$ cat src/rtl/spi_regif_pkg.sv
// Shared types and widths for the SPI slave register interface.
// Latency: n/a (types and constants only).
// Backpressure: n/a.
package spi_regif_pkg;

    localparam int ADDR_W = 7;
    localparam int DATA_W = 8;
    localparam int RW_BIT = 7;   // bit of the command byte that selects read (1) / write (0)

    typedef enum logic [1:0] {
        IDLE     = 2'd0,
        CMD      = 2'd1,
        RD_FETCH = 2'd2,
        DATA     = 2'd3
    } regif_state_t;

endpackage

$ cat src/rtl/spi_pin_sync.sv
// Synchronizes the async SPI pins into clk100 and detects SCLK / CS edges.
// Latency: SYNC_STAGES flops to the synced levels; edge pulses are valid in the same cycle.
// Backpressure: none, free-running.
// Ports: clk100/rstn clock and async reset; sclk_i/csn_i/mosi_i raw pins;
//        sclk_rise/sclk_fall/csn_fall/csn_rise one-cycle pulses; csn_s/mosi_s synced levels.
module spi_pin_sync #(
    parameter int SYNC_STAGES = 2
) (
    input  logic clk100,
    input  logic rstn,
    input  logic sclk_i,
    input  logic csn_i,
    input  logic mosi_i,
    output logic sclk_rise,
    output logic sclk_fall,
    output logic csn_s,
    output logic csn_fall,
    output logic csn_rise,
    output logic mosi_s
);

    logic [SYNC_STAGES-1:0] sclk_sync;
    logic [SYNC_STAGES-1:0] csn_sync;
    logic [SYNC_STAGES-1:0] mosi_sync;
    logic                   sclk_d;
    logic                   csn_d;
    logic                   sclk_s;

    // CS resets to "asserted" (0) on purpose: if the master already holds CS low
    // when reset releases, no synthetic falling edge is seen, so the FSM waits for
    // a genuine new frame. If CS is high, the resulting rise is harmless in IDLE.
    always_ff @(posedge clk100 or negedge rstn) begin
        if (!rstn) begin
            sclk_sync <= '0;
            csn_sync  <= '0;
            mosi_sync <= '0;
            sclk_d    <= 1'b0;
            csn_d     <= 1'b0;
        end else begin
            sclk_sync <= {sclk_sync[SYNC_STAGES-2:0], sclk_i};
            csn_sync  <= {csn_sync[SYNC_STAGES-2:0],  csn_i};
            mosi_sync <= {mosi_sync[SYNC_STAGES-2:0], mosi_i};
            sclk_d    <= sclk_sync[SYNC_STAGES-1];
            csn_d     <= csn_sync[SYNC_STAGES-1];
        end
    end

    assign sclk_s    = sclk_sync[SYNC_STAGES-1];
    assign csn_s     = csn_sync[SYNC_STAGES-1];
    assign mosi_s    = mosi_sync[SYNC_STAGES-1];
    assign sclk_rise =  sclk_s & ~sclk_d;
    assign sclk_fall = ~sclk_s &  sclk_d;
    assign csn_fall  = ~csn_s  &  csn_d;
    assign csn_rise  =  csn_s  & ~csn_d;

endmodule

$ cat src/rtl/spi_slave_regif.sv
// SPI mode-0 slave decoding {rw,addr} + data byte frames into register read/write strobes.
// Latency: strobes one cycle after the synced 8th SCLK rise; read data on MISO two cycles after rd_en_o.
// Backpressure: none; the register bank must accept wr_en_o and answer rd_en_o one cycle later.
// Ports: clk100/rstn; sclk_i/csn_i/mosi_i/miso_o SPI pins; wr_en_o/rd_en_o/addr_o/wdata_o/rdata_i
//        register bank side; busy_o frame open; frame_err_o pulse on CS rise with a partial byte.
module spi_slave_regif
    import spi_regif_pkg::*;
#(
    parameter int SYNC_STAGES = 2,
    parameter bit AUTO_INC    = 1'b1
) (
    input  logic              clk100,
    input  logic              rstn,
    input  logic              sclk_i,
    input  logic              csn_i,
    input  logic              mosi_i,
    output logic              miso_o,
    output logic              wr_en_o,
    output logic              rd_en_o,
    output logic [ADDR_W-1:0] addr_o,
    output logic [DATA_W-1:0] wdata_o,
    input  logic [DATA_W-1:0] rdata_i,
    output logic              busy_o,
    output logic              frame_err_o
);

    logic sclk_rise, sclk_fall, csn_s, csn_fall, csn_rise, mosi_s;

    spi_pin_sync #(
        .SYNC_STAGES (SYNC_STAGES)
    ) u_pin_sync (
        .clk100    (clk100),
        .rstn      (rstn),
        .sclk_i    (sclk_i),
        .csn_i     (csn_i),
        .mosi_i    (mosi_i),
        .sclk_rise (sclk_rise),
        .sclk_fall (sclk_fall),
        .csn_s     (csn_s),
        .csn_fall  (csn_fall),
        .csn_rise  (csn_rise),
        .mosi_s    (mosi_s)
    );

    regif_state_t      state_q, state_d;
    logic [2:0]        bit_cnt_q;
    logic [DATA_W-1:0] rx_sr_q;
    logic [DATA_W-1:0] tx_sr_q;
    logic [DATA_W-1:0] rx_byte;
    logic              rw_q;
    logic              skip_fall_q;
    logic              rd_pend_q;     // rd_en_o delayed: rdata_i is valid in this cycle
    logic              bit_rise;
    logic              byte_done;
    logic              wr_en_d, rd_en_d, frame_err_d;

    // CS high has priority, so an SCLK edge coinciding with the synced CS rise is dropped.
    assign bit_rise  = sclk_rise & ~csn_s & (state_q != IDLE);
    assign byte_done = bit_rise & (bit_cnt_q == 3'd7);
    assign rx_byte   = {rx_sr_q[DATA_W-2:0], mosi_s};

    // ---------------- FSM: state register ----------------
    always_ff @(posedge clk100 or negedge rstn) begin
        if (!rstn) begin
            state_q <= IDLE;
        end else begin
            state_q <= state_d;
        end
    end

    // ---------------- FSM: next state ----------------
    always_comb begin
        state_d = state_q;
        if (csn_s) begin
            state_d = IDLE;
        end else begin
            case (state_q)
                IDLE:     if (csn_fall)  state_d = CMD;
                CMD:      if (byte_done) state_d = rx_byte[RW_BIT] ? RD_FETCH : DATA;
                RD_FETCH:                state_d = DATA;
                DATA:     if (byte_done && rw_q) state_d = RD_FETCH;
                default:                 state_d = IDLE;
            endcase
        end
    end

    // ---------------- FSM: outputs (next values of the registered strobes) ----------------
    always_comb begin
        wr_en_d     = 1'b0;
        rd_en_d     = 1'b0;
        frame_err_d = csn_rise & (state_q != IDLE) & (bit_cnt_q != 3'd0);
        if (!csn_s) begin
            case (state_q)
                CMD: begin
                    rd_en_d = byte_done & rx_byte[RW_BIT];
                end
                DATA: begin
                    wr_en_d = byte_done & ~rw_q;
                    rd_en_d = byte_done &  rw_q;
                end
                default: begin
                    wr_en_d = 1'b0;
                    rd_en_d = 1'b0;
                end
            endcase
        end
    end

    // ---------------- datapath ----------------
    always_ff @(posedge clk100 or negedge rstn) begin
        if (!rstn) begin
            wr_en_o     <= 1'b0;
            rd_en_o     <= 1'b0;
            frame_err_o <= 1'b0;
            busy_o      <= 1'b0;
            addr_o      <= '0;
            wdata_o     <= '0;
            bit_cnt_q   <= 3'd0;
            rx_sr_q     <= '0;
            tx_sr_q     <= '0;
            rw_q        <= 1'b0;
            skip_fall_q <= 1'b0;
            rd_pend_q   <= 1'b0;
        end else begin
            wr_en_o     <= wr_en_d;
            rd_en_o     <= rd_en_d;
            frame_err_o <= frame_err_d;
            rd_pend_q   <= rd_en_o;
            busy_o      <= ~csn_s & (state_d != IDLE);

            // Held at zero outside a frame, so a new frame always starts on bit 0.
            if (csn_s || state_q == IDLE) begin
                bit_cnt_q <= 3'd0;
            end else if (sclk_rise) begin
                bit_cnt_q <= bit_cnt_q + 3'd1;
            end

            if (bit_rise) begin
                rx_sr_q <= rx_byte;
            end

            if (wr_en_d) begin
                wdata_o <= rx_byte;
            end

            // Writes advance the address the cycle after the strobe so that wr_en_o
            // sees the address the byte was aimed at; reads advance together with
            // the next rd_en_o so the prefetch targets addr+1.
            if (state_q == CMD && byte_done) begin
                rw_q   <= rx_byte[RW_BIT];
                addr_o <= rx_byte[ADDR_W-1:0];
            end else if (state_q == DATA && byte_done && rw_q && AUTO_INC) begin
                addr_o <= addr_o + 7'd1;
            end else if (wr_en_o && AUTO_INC) begin
                addr_o <= addr_o + 7'd1;
            end

            // A fresh load already drives the MSB, so the fall that follows a byte
            // boundary must not shift it away.
            if (rd_pend_q) begin
                tx_sr_q     <= rdata_i;
                skip_fall_q <= 1'b1;
            end else if (sclk_fall && !csn_s && state_q == DATA) begin
                if (skip_fall_q) begin
                    skip_fall_q <= 1'b0;
                end else begin
                    tx_sr_q <= {tx_sr_q[DATA_W-2:0], 1'b0};
                end
            end
        end
    end

    assign miso_o = (state_q == DATA) & rw_q & tx_sr_q[DATA_W-1];

endmodule
$ cat config.mk
export PLATFORM = sky130hd
export DESIGN_NAME = spi_slave_regif
export DESIGN_NICKNAME = d
export VERILOG_FILES = /design/src/rtl/spi_regif_pkg.sv /design/src/rtl/spi_pin_sync.sv /design/src/rtl/spi_slave_regif.sv
export SDC_FILE = /design/constraint.sdc
export NUM_CORES = 1
export LEC_CHECK = 0
export ABC_AREA = 1
export CELL_PAD_IN_SITES_DETAIL_PLACEMENT = 0
export CELL_PAD_IN_SITES_GLOBAL_PLACEMENT = 1
export CORE_MARGIN = 5
export CORE_UTILIZATION = 25
export DETAILED_ROUTE_END_ITERATION = 8
export PLACE_DENSITY_LB_ADDON = 0.25
export SYNTH_ARGS = -nofsm -noshare
export SYNTH_HDL_FRONTEND = slang
export SYNTH_SLANG_ARGS = --single-unit
$ cat constraint.sdc
create_clock -name clk100 -period 3.6 [get_ports clk100]
set_input_delay 0.36 -clock clk100 [delete_from_list [all_inputs] [get_ports clk100]]
set_output_delay 0.36 -clock clk100 [all_outputs]
set_load 0.05 [all_outputs]
==> out/results.tsv, run 1 <==
stage	metric	value	unit
clocking	clock tree buffer depth	2	
pwr	Seq pwr share	0.595	
outcome	outcome	complete, no violations	
detailed_routing	Routed WL	4.93	mm
timing	TNS Setup	0	ps
clocking	root buffer cell	clkbuf_8	
hold_path	min-delay worst type	in2async	
synthesis	synthesized instance count	251	
synthesis	FF+latch count, synth	50	
worst_setup_path	Setup Crit Path Kind	reg2out	
grt	initial antenna violation count	0	
timing	RSZ-0062 raised after global routing	no	
detailed_routing	DR pass1 iterations	4	
clocking	Post-CTS Setup Bufs	0	
timing	Tcrit/Tclk final	0.671	
synthesis	post-synth net total	268	
cells_and_area	Final Cell Area	2810	sq um
timing	final setup fails	0	
worst_setup_path	CP required	3240	ps
worst_setup_path	critical path fanouts, max	4	
worst_setup_path	crit start category	flip-flop	
clocking	CTS tree	yes	
grt	GR Overflow Total	0	
pwr	Clock power frac	0.344	
die	Die Footprint	11200	sq um
detailed_routing	vias per cell	4.22	
worst_setup_path	r2r endpoint	addr_o[1]	
grt	GRT Util Overall	0.0941	
synthesis	Ys Warns	0	
timing	fin. max-slew vios	0	
timing	Worst-Margin Slew	714	ps
clocking	total CTS buffers	5	
timing	Clock Skews	13.7	ps
pwr	switching power	252	uW
timing	Slew headroom	0.522	
placed_design	routability cong.	0.783	
clocking	H-tree depth	2	
grt	first-pass GRT wire length	8.60	mm
cells_and_area	Util after Layout	0.309	
pwr	Cell Pwr Density	353	nW/um^2
clocking	Worst-Skew Late Latency	310	ps
clocking	Reg clk slew, reported paths	100	ps
cells_and_area	share of post-route cells with drive strength above 1	0.109	
die	Starting Density	0.253	
cells_and_area	Area Growth Syn to Fin	22.0	%
die	die height	106	microns
pwr	internal power	740	uW
cells_and_area	layout net count	301	
synthesis	post-synth cell types	27	
die	IO Pins	33	
timing	min Tclk post-route	2420	ps
placed_design	IO Port Bufs	32	
detailed_routing	antenna-violating nets left	0	
timing	Final Hold Fails	0	
detailed_routing	via count	1671	
timing	maximum clock frequency	414	MHz
die	FP Rows	35	
clocking	clock sink count	50	
worst_setup_path	Setup crit end	miso_o	
detailed_routing	DRC viols	0	
die	Die Width	106	microns
worst_setup_path	Critical R2R Launch	u_pin_sync.csn_sync[1]	
clocking	post-CTS resize count	0	
synthesis	post-synthesis cell area	2310	sq um
worst_setup_path	r2r setup slk	1590	ps
worst_setup_path	Critical Path AT	2060	ps
worst_setup_path	CP Capture Type	output pin	
pwr	VDD IR-drop max	0.000162	V
cells_and_area	commonest non-fill, non-tap cells in the layout	nand2_1 (75), dfrtp_1 (50), inv_1 (33), clkdlybuf4s50_1 (31), o21ai_0 (27)	
die	core area	9110	sq um
detailed_routing	drt initial violations	58	
placed_design	placement-stage cell area	2720	sq um
pwr	Comb pwr share	0.061	
grt	largest net degree at the start of global routing	31	
worst_setup_path	Reg2Reg Depth	7	
worst_setup_path	Crit. Startpoint	state_q[1]	
grt	vias in the first global route	1708	
job	max cap viols	0	
pwr	Pleak	0.00129	uW
placed_design	DP HPWL	3.50	mm
clocking	hold_buf cts	0	
cells_and_area	commonest non-fill, non-tap cell in the layout	nand2_1	
synthesis	Mean Syn Cell Area	9.19	sq um
pwr	Net Sw Frac	0.254	
cells_and_area	ANT cells	0	
synthesis	sequential share of the synthesized area	0.543	
detailed_routing	per-cell routed wire length	12.4	microns
-- cells in the mapped netlist --
cell type / number / area [sq um]
nand2_1: 75 / 282
dfrtp_1: 50 / 1250
inv_1: 33 / 124
o21ai_0: 27 / 135
nand4_1: 14 / 87.6
o21ai_2: 8 / 70.1
nor2_1: 7 / 26.3
ha_1: 4 / 50.1
nand3_1: 4 / 20.0
nor2_4: 4 / 45.0
buf_2: 3 / 15.0
a21oi_1: 2 / 10.0
buf_6: 2 / 22.5
clkbuf_1: 2 / 7.51
nand3_2: 2 / 20.0
o21ai_1: 2 / 10.0
xnor2_1: 2 / 17.5
a2111oi_0: 1 / 8.76
inv_2: 1 / 3.75
nand2_2: 1 / 6.26
nand2_4: 1 / 11.3
nand3_4: 1 / 17.5
nand4_2: 1 / 12.5
nand4_4: 1 / 21.3
nor2_2: 1 / 6.26
o21ai_4: 1 / 16.3
xor2_1: 1 / 8.76
-- cells by family (layout without fill, tap and decap cells) --
group / after synthesis / in the layout / synth area share
adder cells (fa/ha/maj): 4 / 4 / 0.0217
AO/OA/AOI/OAI: 41 / 41 / 0.109
flip-flops: 50 / 50 / 0.543
AND/OR/NAND/NOR: 112 / 112 / 0.241
XOR/XNOR: 3 / 3 / 0.0114
buffers and inverters: 41 / 75 / 0.0749
-- power groups by stage --
stage	combinational (uW)	clock, uW	sequential (uW)
floorplan	26.0	0	600
global placement	62.5	0	601
detailed placement	62.1	0	602
CTS	62.6	362	591
global route	69.9	390	593
finish	60.4	341	591
-- registers in the layout, summed over array words and instances (netlist names), 2 cells and up --
signal                count
u_pin_sync.sclk_sync      2
rx_sr_q                   7
u_pin_sync.mosi_sync      2
wdata_o                   8
tx_sr_q                   8
u_pin_sync.csn_sync       2
bit_cnt_q                 3
addr_o                    7
state_q                   2
-- worst max-delay path, stage by stage (launching register included) --
cell	delay [ps]
dfrtp_1	450
nand2_1	130
nor2_1	170
inv_1	80
nor2_1	110
clkdlybuf4s50_1	810
-- layout make-up --
type | count | area, sq um
fillers | 974 | 6300
flip-flops and latches | 50 | 1250
multi-input cells | 160 | 882
repair buffers | 33 | 323
well taps | 111 | 139
inverters | 34 | 128
clock buffers | 6 | 72.6
clock inverters | 2 | 17.5
-- worst min path at each step --
stage | start | end | slack [ps] | cells after the start
after CTS | rstn | tx_sr_q[1] | 10 | 1
after global placement | u_pin_sync.sclk_sync[0] | u_pin_sync.sclk_sync[1] | 330 | 0
after global routing | rstn | tx_sr_q[1] | 30 | 1
final | rstn | u_pin_sync.mosi_sync[0] | 6 | 1
after floorplan | rstn | addr_o[0] | 60 | 0
after detailed placement | u_pin_sync.csn_sync[0] | u_pin_sync.csn_sync[1] | 330 | 0
-- metal layers --
layer	vias to the layer above	track usage	routed length (microns)
met5	-	0	0
met4	0	0.0278	65
met3	5	0.0291	275
met2	38	0.131	1970
met1	757	0.138	2620
li1	871	-	-
-- through the flow --
| step | cells | worst slack, ps | total power [uW] | hold WS (ps) |
|---|---|---|---|---|
| after floorplan | 251 | 1850 | 626 | 64.4 |
| after global placement | 388 | 1500 | 664 | 333 |
| after detailed placement | 388 | 1500 | 664 | 335 |
| after CTS | 396 | 1140 | 1020 | 12.5 |
| after global routing | 396 | 992 | 1050 | 25.9 |
| final | 396 | 1180 | 992 | 6.01 |
No activity file was read; power rests on OpenSTA's default activity.
==> inputs of run 2 (changes only) <==
==> constraint.sdc (replaced) <==
create_clock -name clk100 -period 2.3 [get_ports clk100]
set_input_delay 0.23 -clock clk100 [delete_from_list [all_inputs] [get_ports clk100]]
set_output_delay 0.23 -clock clk100 [all_outputs]
set_load 0.05 [all_outputs]
==> run 2 against run 1 <==
Register-to-register slack got worse by 1000 ps. Sequential cell count unchanged. Non-clock buffer count up 2. Worst setup slack got worse by 730 ps. Combinational power is 63% higher. Global-route usage shrank 0.45 points. Design area up 1.8%. Count of clock-buffer cells in the layout unchanged. Clock power grew 85%. Die area unchanged. Critical path depth is 4 lower.
==> out/results.tsv, run 2 (synthesis gave the netlist of run 1 again) <==
stage	metric	value	unit	change
outcome	outcome	complete, no violations		
worst_setup_path	critical path fanouts, max	6		+2
worst_setup_path	Crit path max-delay family	buffers and inverters		
die	core area	9110	sq um	unchanged
cells_and_area	Area Growth Syn to Fin	24.1	%	
cells_and_area	Non-Filler Instances	397		+0.25%
cells_and_area	Util after Layout	0.314		+0.00550
worst_setup_path	max incr delay on CP	850	ps	+40 ps
worst_setup_path	Critical path buffers and inverters	1		-1
detailed_routing	via count	1666		-0.30%
detailed_routing	DRC viols	0		unchanged
pwr	Clock power frac	0.381		+0.037
worst_setup_path	Critical Path AT	1620	ps	-440 ps
worst_setup_path	Critical R2R Launch	bit_cnt_q[0]		
worst_setup_path	r2r endpoint	wdata_o[5]		
timing	Final Hold Fails	0		unchanged
worst_setup_path	Reg2Reg Depth	7		unchanged
timing	maximum clock frequency	541	MHz	
cells_and_area	Largest regs	tx_sr_q: 8 flops, wdata_o: 8 flops		
pwr	Net Sw Frac	0.220		-0.0343
worst_setup_path	Setup Crit Path Kind	reg2out		
clocking	Worst-Skew Late Latency	300	ps	about the same
cells_and_area	commonest non-fill, non-tap cell in the layout	nand2_1		
detailed_routing	antenna-violating nets left	0		unchanged
placed_design	IO Port Bufs	32		unchanged
worst_setup_path	crit start category	flip-flop		
job	max cap viols	0		unchanged
timing	fin. max-slew vios	0		unchanged
detailed_routing	Routed WL	4.83	mm	-2.0%
cells_and_area	share of post-route cells with drive strength above 1	0.115		+0.00661
clocking	clock sink count	50		unchanged
hold_path	Hold Path Origin	u_pin_sync.csn_sync[0]		
cells_and_area	commonest non-fill, non-tap cells in the layout	nand2_1 (75), dfrtp_1 (50), inv_1 (33), clkdlybuf4s50_1 (30), o21ai_0 (27)		
timing	Clock Skews	6.55	ps	-7.17 ps
die	IO Pins	33		unchanged
timing	Slew headroom	0.607		+0.0846
worst_setup_path	critical path's slowest cell	clkdlybuf4s50_1		
placed_design	DP HPWL	3.49	mm	-0.27%
die	die height	106	microns	unchanged
pwr	VDD IR-drop max	0.000279	V	+72%
die	FP Rows	35		unchanged
clocking	Reg clk slew, reported paths	90	ps	about the same
clocking	root buffer cell	clkbuf_8		
cells_and_area	layout net count	303		+0.66%
hold_path	min-delay worst type	reg2reg		
timing	Tcrit/Tclk final	0.804		
worst_setup_path	CP Capture Type	output pin		
grt	initial antenna violation count	0		unchanged
pwr	Comb pwr share	0.060		about the same
pwr	Pleak	0.00131	uW	+2.2%
die	Die Width	106	microns	unchanged
worst_setup_path	worst-path cell chain	clkdlybuf4s50_1		
pwr	Cell Pwr Density	577	nW/um^2	+64%
detailed_routing	vias per cell	4.20		-0.55%
timing	final setup fails	0		unchanged
cells_and_area	Fillers	966		-0.82%
timing	TNS Setup	0	ps	unchanged
timing	min Tclk post-route	1850	ps	
die	Starting Density	0.253		unchanged
grt	vias in the first global route	1664		-2.6%
pwr	internal power	1290	uW	+74%
timing	RSZ-0062 raised after global routing	no		
hold_path	WHS Endpoint	u_pin_sync.csn_sync[1]		
pwr	Seq pwr share	0.559		-0.036
clocking	Post-CTS Setup Bufs	0		unchanged
grt	first-pass GRT wire length	8.20	mm	-4.7%
worst_setup_path	r2r setup slk	580	ps	-1010 ps
placed_design	routability cong.	0.738		-5.7%
hold_path	Hold Crit Depth	0		
grt	GR Overflow Total	0		unchanged
detailed_routing	DR pass1 iterations	4		unchanged
pwr	switching power	363	uW	+44%
grt	GRT Util Overall	0.0896		-0.00448
timing	Worst-Margin Slew	590	ps	-124 ps
worst_setup_path	CP required	2070	ps	-1170 ps
cells_and_area	ANT cells	0		unchanged
clocking	H-tree depth	2		unchanged
placed_design	placed insts	389		+0.26%
detailed_routing	drt initial violations	82		+41%
clocking	clock tree buffer depth	2		unchanged
detailed_routing	per-cell routed wire length	12.2	microns	-2.3%
grt	largest net degree at the start of global routing	27		-13%
die	Die Footprint	11200	sq um	unchanged
pwr	total power	1650	uW	+67%
clocking	CTS tree	yes		
clocking	total CTS buffers	5		unchanged
[run 2: cell types whose count changed in the layout (fill, tap and decap cells not counted)]
cell,previous run,this run
dlygate4sd3_1,0,1
clkinv_4,1,0
clkdlybuf4s50_1,31,30
clkbuf_8,5,6
bufinv_16,0,1
buf_12,0,1
inv_6,1,0
clkbuf_1,1,0
buf_4,1,2
[run 2: what timing repair did]
action,in CTS,in global routing
hold buffers,1,0
resized for setup,0,0
endpoints found under the hold margin,24,0
[run 2: per-layer routing]
layer | vias to the layer above | track usage | wire length, microns
met5 | - | 0 | 0
li1 | 875 | - | -
met2 | 32 | 0.126 | 1960
met4 | 0 | 0.0250 | 61
met3 | 8 | 0.0322 | 276
met1 | 751 | 0.129 | 2530
[run 2: worst max path at each step]
| stage | start | to | slack (ps) | cells past startpoint |
|---|---|---|---|---|
| 6_report | addr_o[2] | addr_o[2] | 450 | 1 |
| 5_1_grt | addr_o[2] | addr_o[2] | 390 | 1 |
| 4_1_cts | addr_o[2] | addr_o[2] | 430 | 1 |
| 3_5_place_dp | bit_cnt_q[1] | wdata_o[5] | 570 | 7 |
| 3_3_place_gp | bit_cnt_q[0] | wdata_o[3] | 630 | 7 |
| 2_1_floorplan | state_q[1] | miso_o | 680 | 4 |
[run 2: power by group through the flow]
stage	sequential (uW)	combinational, uW	clock, uW
final	924	98.5	630
after global routing	927	114	692
after CTS	924	102	658
after detailed placement	941	100	0
after global placement	941	100	0
after floorplan	940	40.8	0
[run 2: metrics by stage]
stage | cell area, sq um | setup slack, ps | hold slack (ps)
after floorplan | 2310 | 681 | -65.6
after global placement | 2740 | 627 | 282
after detailed placement | 2740 | 570 | 274
after CTS | 2860 | 430 | 352
after global routing | 2860 | 387 | 347
final | 2860 | 451 | 354
[run 2: area by class of cell]
cell class	count	area [sq um]	area share
Sequential cell	50	1250	0.437
Multi-Input combinational cell	160	882	0.308
Timing Repair Buffer	35	350	0.122
Tap cell	111	139	0.0485
Inverter	34	128	0.0446
Clock buffer	6	82.6	0.0288
Clock inverter	1	30.0	0.0105
==> inputs of run 3 (changes only) <==
==> constraint.sdc (replaced) <==
create_clock -name clk100 -period 1.5 [get_ports clk100]
set_input_delay 0.15 -clock clk100 [delete_from_list [all_inputs] [get_ports clk100]]
set_output_delay 0.15 -clock clk100 [all_outputs]
set_load 0.05 [all_outputs]
==> run 3 against run 2 <==
Count of clock-buffer cells in the layout unchanged. Non-clock buffer count increased by 14. Clock skew decreased by 1.5 ps. Power increased by 44%. Die area unchanged. Worst hold slack got worse by 70 ps. Register-to-register slack got worse by 490 ps. Critical path type unchanged. Highest routed layer unchanged.
==> out/results.tsv, run 3 (synthesis gave the netlist of run 1 again) <==
stage	metric	value	unit	change
worst_setup_path	Critical Path AT	1300	ps	-320 ps
cells_and_area	layout net count	317		+4.6%
clocking	root buffer cell	clkbuf_8		
clocking	H-tree depth	2		unchanged
detailed_routing	Routed WL	5.12	mm	+5.9%
die	Die Width	106	microns	unchanged
timing	final hold slack	284	ps	-69.6 ps
timing	min Tclk post-route	1450	ps	
grt	GR Overflow Total	0		unchanged
worst_setup_path	CP required	1350	ps	-720 ps
die	IO Pins	33		unchanged
placed_design	IO Port Bufs	32		unchanged
timing	maximum clock frequency	689	MHz	
die	Die Footprint	11200	sq um	unchanged
die	core area	9110	sq um	unchanged
timing	TNS Setup	0	ps	unchanged
detailed_routing	per-cell routed wire length	12.4	microns	+2.1%
clocking	clock sink count	50		unchanged
detailed_routing	vias per cell	4.23		+0.81%
grt	largest net degree at the start of global routing	51		+89%
die	FP Rows	35		unchanged
detailed_routing	DR pass1 iterations	4		unchanged
worst_setup_path	critical path fanouts, max	4		-2
timing	Worst-Margin Slew	438	ps	-151 ps
timing	Final Hold Fails	0		unchanged
clocking	clock tree buffer depth	2		unchanged
placed_design	placement-stage cell area	2830	sq um	+3.2%
pwr	Cell Pwr Density	780	nW/um^2	+35%
timing	Clock Skews	5.07	ps	-1.48 ps
timing	RSZ-0062 raised after global routing	yes		
grt	vias in the first global route	1743		+4.7%
worst_setup_path	CP Capture Type	output pin		
worst_setup_path	Reg2Reg Depth	6		-1
outcome	outcome	complete, no violations		
timing	final setup fails	0		unchanged
hold_path	WHS Endpoint	u_pin_sync.mosi_sync[0]		
clocking	total CTS buffers	5		unchanged
timing	fin. max-slew vios	0		unchanged
die	Starting Density	0.253		unchanged
cells_and_area	Area Growth Syn to Fin	32.5	%	
grt	initial antenna violation count	0		unchanged
cells_and_area	commonest non-fill, non-tap cell in the layout	nand2_1		
timing	Tcrit/Tclk final	0.968		
die	die height	106	microns	unchanged
cells_and_area	Largest regs	tx_sr_q: 8 flops, wdata_o: 8 flops		
detailed_routing	antenna-violating nets left	0		unchanged
cells_and_area	share of post-route cells with drive strength above 1	0.262		+0.147
pwr	VDD IR-drop max	0.000334	V	+20%
hold_path	min-delay worst type	in2reg		
job	max cap viols	0		unchanged
detailed_routing	via count	1743		+4.6%
hold_path	Hold Crit Depth	1		+1
clocking	CTS tree	yes		
clocking	Worst-Skew Late Latency	290	ps	about the same
hold_path	Hold Path Origin	mosi_i		
detailed_routing	drt initial violations	64		-22%
worst_setup_path	Crit. Startpoint	state_q[1]		
grt	first-pass GRT wire length	8.76	mm	+6.9%
worst_setup_path	r2r setup slk	90	ps	-490 ps
placed_design	DP HPWL	3.58	mm	+2.5%
detailed_routing	DRC viols	0		unchanged
cells_and_area	commonest non-fill, non-tap cells in the layout	nand2_1 (74), dfrtp_1 (45), inv_1 (32), o21ai_0 (27), buf_4 (25)		
grt	GRT Util Overall	0.0955		+0.00592
placed_design	routability cong.	0.775		+4.9%
clocking	Reg clk slew, reported paths	90	ps	about the same
worst_setup_path	Critical R2R Launch	state_q[1]		
pwr	Pleak	0.00143	uW	+9.2%
timing	Slew headroom	0.700		+0.0934
cells_and_area	Final Cell Area	3060	sq um	+6.7%
cells_and_area	ANT cells	0		unchanged
worst_setup_path	r2r endpoint	state_q[0]		
worst_setup_path	crit start category	flip-flop		
worst_setup_path	Setup Crit Path Kind	reg2out		
[run 3: changes by cell type in the layout (fill, tap and decap cells not counted), moves of 3 or more]
| cell | delta |
|---|---|
| buf_12 | +7 |
| dfrtp_2 | +5 |
| nor2_1 | -3 |
| buf_4 | +23 |
| buf_6 | +3 |
| clkdlybuf4s50_1 | -19 |
| dfrtp_1 | -5 |
[run 3: how the worst max path moves through the flow]
stage,to,cells past startpoint
floorplan,wdata_o[6],9
global placement,addr_o[3],6
detailed placement,wdata_o[2],7
CTS,addr_o[2],6
global route,miso_o,5
finish,miso_o,5
[run 3: cell type report]
class	instances	area [sq um]
clock inverter	2	12.5
fill	951	6050
tap	111	139
inverter	34	128
multi-input combinational	160	930
timing repair buffer	49	507
sequential	50	1260
clock buffer	6	82.6
[run 3: layer usage]
metal,up-vias,part of all wire,wire [microns],GRT usage
li1,904,-,-,-
met1,808,0.53,2700,0.143
met2,29,0.43,2200,0.141
met3,2,0.038,194,0.0219
met4,0,0.0037,19,0.0194
met5,-,0,0,0
[run 3: worst max-delay path, cell delays in order, from the launching register on]
cell and delay [ps]:
dfrtp_2 450, nand2_4 90, nor2_4 120, inv_2 60
nor2_4 130, buf_12 140
[run 3: per-stage QoR]
stage	power (uW)	instances	util	worst slack (ps)
2_1_floorplan	1500	251	-	17.2
3_3_place_gp	1610	398	0.310	-9.57
4_1_cts	2440	410	0.328	2.57
5_1_grt	2520	412	0.335	-19.5
3_5_place_dp	1610	398	0.310	-77.5
6_report	2380	412	0.335	48.4
[run 3: power breakdown]
| part | switching, uW | internal, uW |
|---|---|---|
| clock network | 433 | 371 |
| registers | 33.7 | 1390 |
| logic | 95.0 | 64.3 |
[run 3: what timing repair did]
item,in CTS,in global routing
endpoints found under the setup margin,17,25
resized for setup,6,11
pin swaps,1,5
hold buffers,1,0
hold endpoints to repair,50,0
setup buffers,3,2
